### src/rtl/nonconsec_pulse_gen.sv
// Stimulus generator for window / repeated-pulse / qualifier traffic: opens a window,
// emits N single-cycle pulses separated by idle gaps, closes it, then strobes qual after a delay.
module nonconsec_pulse_gen #(
  parameter int CNT_W = 4,
  parameter int GAP_W = 4,
  parameter int DLY_W = 4
) (
  input  logic             clk,
  input  logic             rst,
  input  logic             start,
  input  logic [CNT_W-1:0] num_pulses,
  input  logic [GAP_W-1:0] gap,
  input  logic [DLY_W-1:0] qual_dly,
  input  logic             abort,
  output logic             busy,
  output logic             window,
  output logic             pulse,
  output logic             qual,
  output logic             done,
  output logic [2:0]       dbg_state
);

  // Handshake: start is a level sampled only in IDLE (no valid/ready pairing);
  // a launch is accepted on any edge where the FSM is idle and start is high.
  typedef enum logic [2:0] {
    S_IDLE  = 3'd0,
    S_LEAD  = 3'd1,
    S_PULSE = 3'd2,
    S_GAP   = 3'd3,
    S_TAIL  = 3'd4,
    S_WAIT  = 3'd5,
    S_QUAL  = 3'd6
  } state_t;

  state_t           state, state_n;
  logic [CNT_W-1:0] n_lat, n_lat_n;
  logic [GAP_W-1:0] gap_lat, gap_lat_n;
  logic [DLY_W-1:0] dly_lat, dly_lat_n;
  logic [CNT_W-1:0] pulse_cnt, pulse_cnt_n;
  logic [GAP_W-1:0] gap_cnt, gap_cnt_n;
  logic [DLY_W-1:0] dly_cnt, dly_cnt_n;
  logic             busy_n, window_n, pulse_n, qual_n;

  assign dbg_state = state;

  always_ff @(posedge clk) begin
    if (rst) begin
      state     <= S_IDLE;
      n_lat     <= '0;
      gap_lat   <= '0;
      dly_lat   <= '0;
      pulse_cnt <= '0;
      gap_cnt   <= '0;
      dly_cnt   <= '0;
      busy      <= 1'b0;
      window    <= 1'b0;
      pulse     <= 1'b0;
      qual      <= 1'b0;
      done      <= 1'b0;
    end else begin
      state     <= state_n;
      n_lat     <= n_lat_n;
      gap_lat   <= gap_lat_n;
      dly_lat   <= dly_lat_n;
      pulse_cnt <= pulse_cnt_n;
      gap_cnt   <= gap_cnt_n;
      dly_cnt   <= dly_cnt_n;
      busy      <= busy_n;
      window    <= window_n;
      pulse     <= pulse_n;
      qual      <= qual_n;
      done      <= qual_n;
    end
  end

  // The pulse counter advances on entry to PULSE, so inside PULSE it already
  // holds the number of pulses emitted including the current one.
  always_comb begin
    state_n     = state;
    n_lat_n     = n_lat;
    gap_lat_n   = gap_lat;
    dly_lat_n   = dly_lat;
    pulse_cnt_n = pulse_cnt;
    gap_cnt_n   = gap_cnt;
    dly_cnt_n   = dly_cnt;

    case (state)
      S_IDLE: begin
        if (start) begin
          n_lat_n     = num_pulses;
          gap_lat_n   = (gap == '0) ? GAP_W'(1) : gap;
          dly_lat_n   = qual_dly;
          pulse_cnt_n = '0;
          state_n     = S_LEAD;
        end
      end
      S_LEAD: begin
        if (n_lat != '0) begin
          pulse_cnt_n = pulse_cnt + CNT_W'(1);
          state_n     = S_PULSE;
        end else begin
          state_n = S_TAIL;
        end
      end
      S_PULSE: begin
        if (pulse_cnt == n_lat) begin
          state_n = S_TAIL;
        end else begin
          gap_cnt_n = gap_lat - GAP_W'(1);
          state_n   = S_GAP;
        end
      end
      S_GAP: begin
        if (gap_cnt == '0) begin
          pulse_cnt_n = pulse_cnt + CNT_W'(1);
          state_n     = S_PULSE;
        end else begin
          gap_cnt_n = gap_cnt - GAP_W'(1);
        end
      end
      S_TAIL: begin
        if (dly_lat == '0) begin
          state_n = S_QUAL;
        end else begin
          dly_cnt_n = dly_lat - DLY_W'(1);
          state_n   = S_WAIT;
        end
      end
      S_WAIT: begin
        if (dly_cnt == '0) state_n = S_QUAL;
        else               dly_cnt_n = dly_cnt - DLY_W'(1);
      end
      S_QUAL:  state_n = S_IDLE;
      default: state_n = S_IDLE;
    endcase

    // Abort only cancels an active sequence; in IDLE it must not block a start.
    if (abort && (state != S_IDLE)) begin
      state_n     = S_IDLE;
      pulse_cnt_n = '0;
      gap_cnt_n   = '0;
      dly_cnt_n   = '0;
    end
  end

  always_comb begin
    busy_n   = (state_n != S_IDLE);
    window_n = (state_n == S_LEAD) || (state_n == S_PULSE) ||
               (state_n == S_GAP)  || (state_n == S_TAIL);
    pulse_n  = (state_n == S_PULSE);
    qual_n   = (state_n == S_QUAL);
  end

  a_pulse_in_window: assert property (@(posedge clk) disable iff (rst) pulse |-> window);
  a_pulse_not_adj:   assert property (@(posedge clk) disable iff (rst) pulse |=> !pulse);
  a_done_with_qual:  assert property (@(posedge clk) disable iff (rst) done == qual);

endmodule

### config.mk
export PLATFORM = sky130hd
export DESIGN_NAME = nonconsec_pulse_gen
export DESIGN_NICKNAME = d
export VERILOG_FILES = /design/src/rtl/nonconsec_pulse_gen.sv
export SDC_FILE = /design/constraint.sdc
export NUM_CORES = 1
export LEC_CHECK = 0
export ABC_AREA = 1
export BUFFER_PORTS_ARGS = -buffer_cell sky130_fd_sc_hd__buf_2
export CORE_AREA = 2 2 49 97
export CTS_CLUSTER_SIZE = 12
export DETAILED_ROUTE_END_ITERATION = 10
export DIE_AREA = 0 0 51 99
export SLEW_MARGIN = 0
export SYNTH_ARGS = -nofsm -noshare
export SYNTH_HDL_FRONTEND = slang
export SYNTH_SLANG_ARGS = --single-unit
### constraint.sdc
create_clock -name clk -period 4.4 [get_ports clk]
set_clock_uncertainty 0.1 [all_clocks]
set_input_delay 0.44 -clock clk [delete_from_list [all_inputs] [get_ports clk]]
set_output_delay 0.44 -clock clk [all_outputs]
set_load 0.02 [all_outputs]
==> metrics.cfg <==
[run_status]
status=finished clean

[route]
drtIter0Drc=36
ant_nets=0
avgViaCountPerCell=4.62
wl_met3_um=132
vias=1523
drc=0
wl_met1_um=1390
wl_met2_um=2060
top_layer=met4
wire_per_inst_um=11.2
wl_um=3700
drt-pass1-iter-count=4

[power]
peakVddDrop_mv=0.333
p_per_area_mw_per_mm2=687
p_leak_nw=0.945

[synthesis]
seq_area_frac_synth_pct=36.7
ys_types=31
synth_edf_count=0
yosysWarnings=0
avgSynthCellArea_um2=6.76
synth_fp_nets=269
ys_ff_latch=31
synth_ff_type=dfxtp_1
synthArstFlopShare_pct=0
syn_area_mm2=0.00169
syn_inst=250

[finish]
nNetsFinal=294
layout.cell_area.non_filler_mm2=0.00193
layout-drive-gt1-share_pct=21.4
layout_common_cells=nand2_1 (66), inv_1 (32), dfxtp_1 (31)
nFillCells=484
layout_commonest_cell=nand2_1
area_delta_synth_final_pct=14.4
num_antenna_cells=0

[sta]
finalSetupViolations=0
timing.hold.ws_ns=0.255
period_needed_ns=1.98
worstMarginPinSlew_ns=0.426
finalHoldViolations=0
rsz0062_at_grt=no
fin_setup_tns_ns=0
slew_headroom_pct=71.5
maxSlewViolCount=0
fin_crit_sh_pct=44.9
timing.fmax_ghz=0.506

[setup_path]
critPathLaunchType=register
critPathRequiredTime_ns=4.49
cp_max_fo=24
worstSetupPathType=register to register
crit_arrival_ns=2.06
crit_path_max_incr_delay_ns=0.52
r2r_setup_slack_ns=2.42
end_kind=register
critPathSlowestCell=dfxtp_1
path_cells=clkinv_1 > nand3_2 > nand2_1 > nor2_2 > nand2_4 > nand2_2 > nand3_2 > nand2_1 > inv_1

[placed_design]
port_buffers=23
place.gp.congestion=0.837
place_hpwl_um=2920
placed_area_mm2=0.00183

[global_routing]
grt_pass1_vias=1453
grt_pass1_wl_um=6370
antenna_found_initial=0
grt_start_max_net_pins=25
grt-ovfl-total=0
track_usage_pct=16.8

[floorplanning]
num_rows=34
die_w_um=51
die_h_um=99
dieArea_mm2=0.00505
initial_core_util_pct=39.3
core_mm2=0.00430
io_pins=24

[run]
maxCapViolations=0

[cts]
hold_buffers=0
cts.clk_slew.worst_paths_ns=0.06
cts_num_sinks=31
ctsResizeCount=0
cts-htree-levels=2
numCtsBuffers=5
worstSkewPairLatency_ns=0.28
post-cts-setup-buffer-count=0
cts_max_path_buffers=2
root_buffer=clkbuf_8
cts_tree=yes

[min_path]
hold_path_class=input port to register

[routing by layer]
layer,vias to the layer above,GRT usage [%]
li1,839,-
met1,647,16.6
met2,28,31.0
met3,9,3.18
met4,0,9.77
met5,-,0
[critical path: cells and delay by family, from the launching register on]
| family | cells | cell delay, ns |
|---|---|---|
| and+or+nand+nor | 7 | 1.00 |
| DFF | 1 | 0.52 |
| buffers and inverters | 2 | 0.26 |
[per-stage QoR]
step,utilization [%],power [mW],setup WS (ns),std cells
floorplan,-,0.968,2.56,250
global placement,42.7,1.09,2.42,322
detailed placement,42.7,1.10,2.39,322
CTS,45.0,1.35,2.38,330
global route,45.0,1.47,2.21,330
finish,45.0,1.33,2.42,330
[flip-flops by register name, summed over array words and instances, names as in the netlist]
name,cells
dbg_state,3
busy,1
pulse_cnt,4
dly_cnt,4
done,1
gap_cnt,4
gap_lat,4
pulse,1
n_lat,4
dly_lat,4
window,1
[synthesized netlist by cell type, types with 2 or more instances]
library cell,n,share of area (%)
nand2_1,66,15
inv_1,32,7.1
dfxtp_1,31,37
nor2_1,23,5.1
a21oi_1,21,6.2
o21ai_0,21,6.2
nand3_1,12,3.6
nand2_2,9,3.3
nor2_2,6,2.2
ha_1,3,2.2
buf_6,2,1.3
inv_2,2,0.44
nand2_4,2,1.3
nand3_2,2,1.2
nor2_4,2,1.3
[where the power goes]
part	internal [mW]	switching (mW)
clock network	0.143	0.101
logic	0.223	0.424
registers	0.366	0.0729
[final timing paths]
check                    start         end  cells past startpoint
hold reg to reg     gap_lat[3]  gap_lat[3]                      2
setup / recovery  dbg_state[0]      window                      9
setup reg to reg  dbg_state[0]      window                      9
hold / removal             rst  dly_lat[2]                      2
[cell type report]
| class | count | area [µm²] | share of cell area (%) |
|---|---|---|---|
| multi-input cells | 179 | 900 | 46.5 |
| flip-flops and latches | 31 | 621 | 32.1 |
| well taps | 54 | 67.6 | 3.49 |
| inverters | 35 | 131 | 6.79 |
| repair buffers | 23 | 115 | 5.95 |
| clock buffers | 8 | 100 | 5.17 |
[kinds of logic after synthesis]
group / Yosys count / synth area share, %
XOR/XNOR: 2 / 1.04
AO/OA/AOI/OAI: 48 / 15.2
adder cells (fa/ha/maj): 3 / 2.22
AND/OR/NAND/NOR: 126 / 34.8
flip-flops: 31 / 36.7
buffers and inverters: 40 / 10.1
No activity file was read; power rests on OpenSTA's default activity.
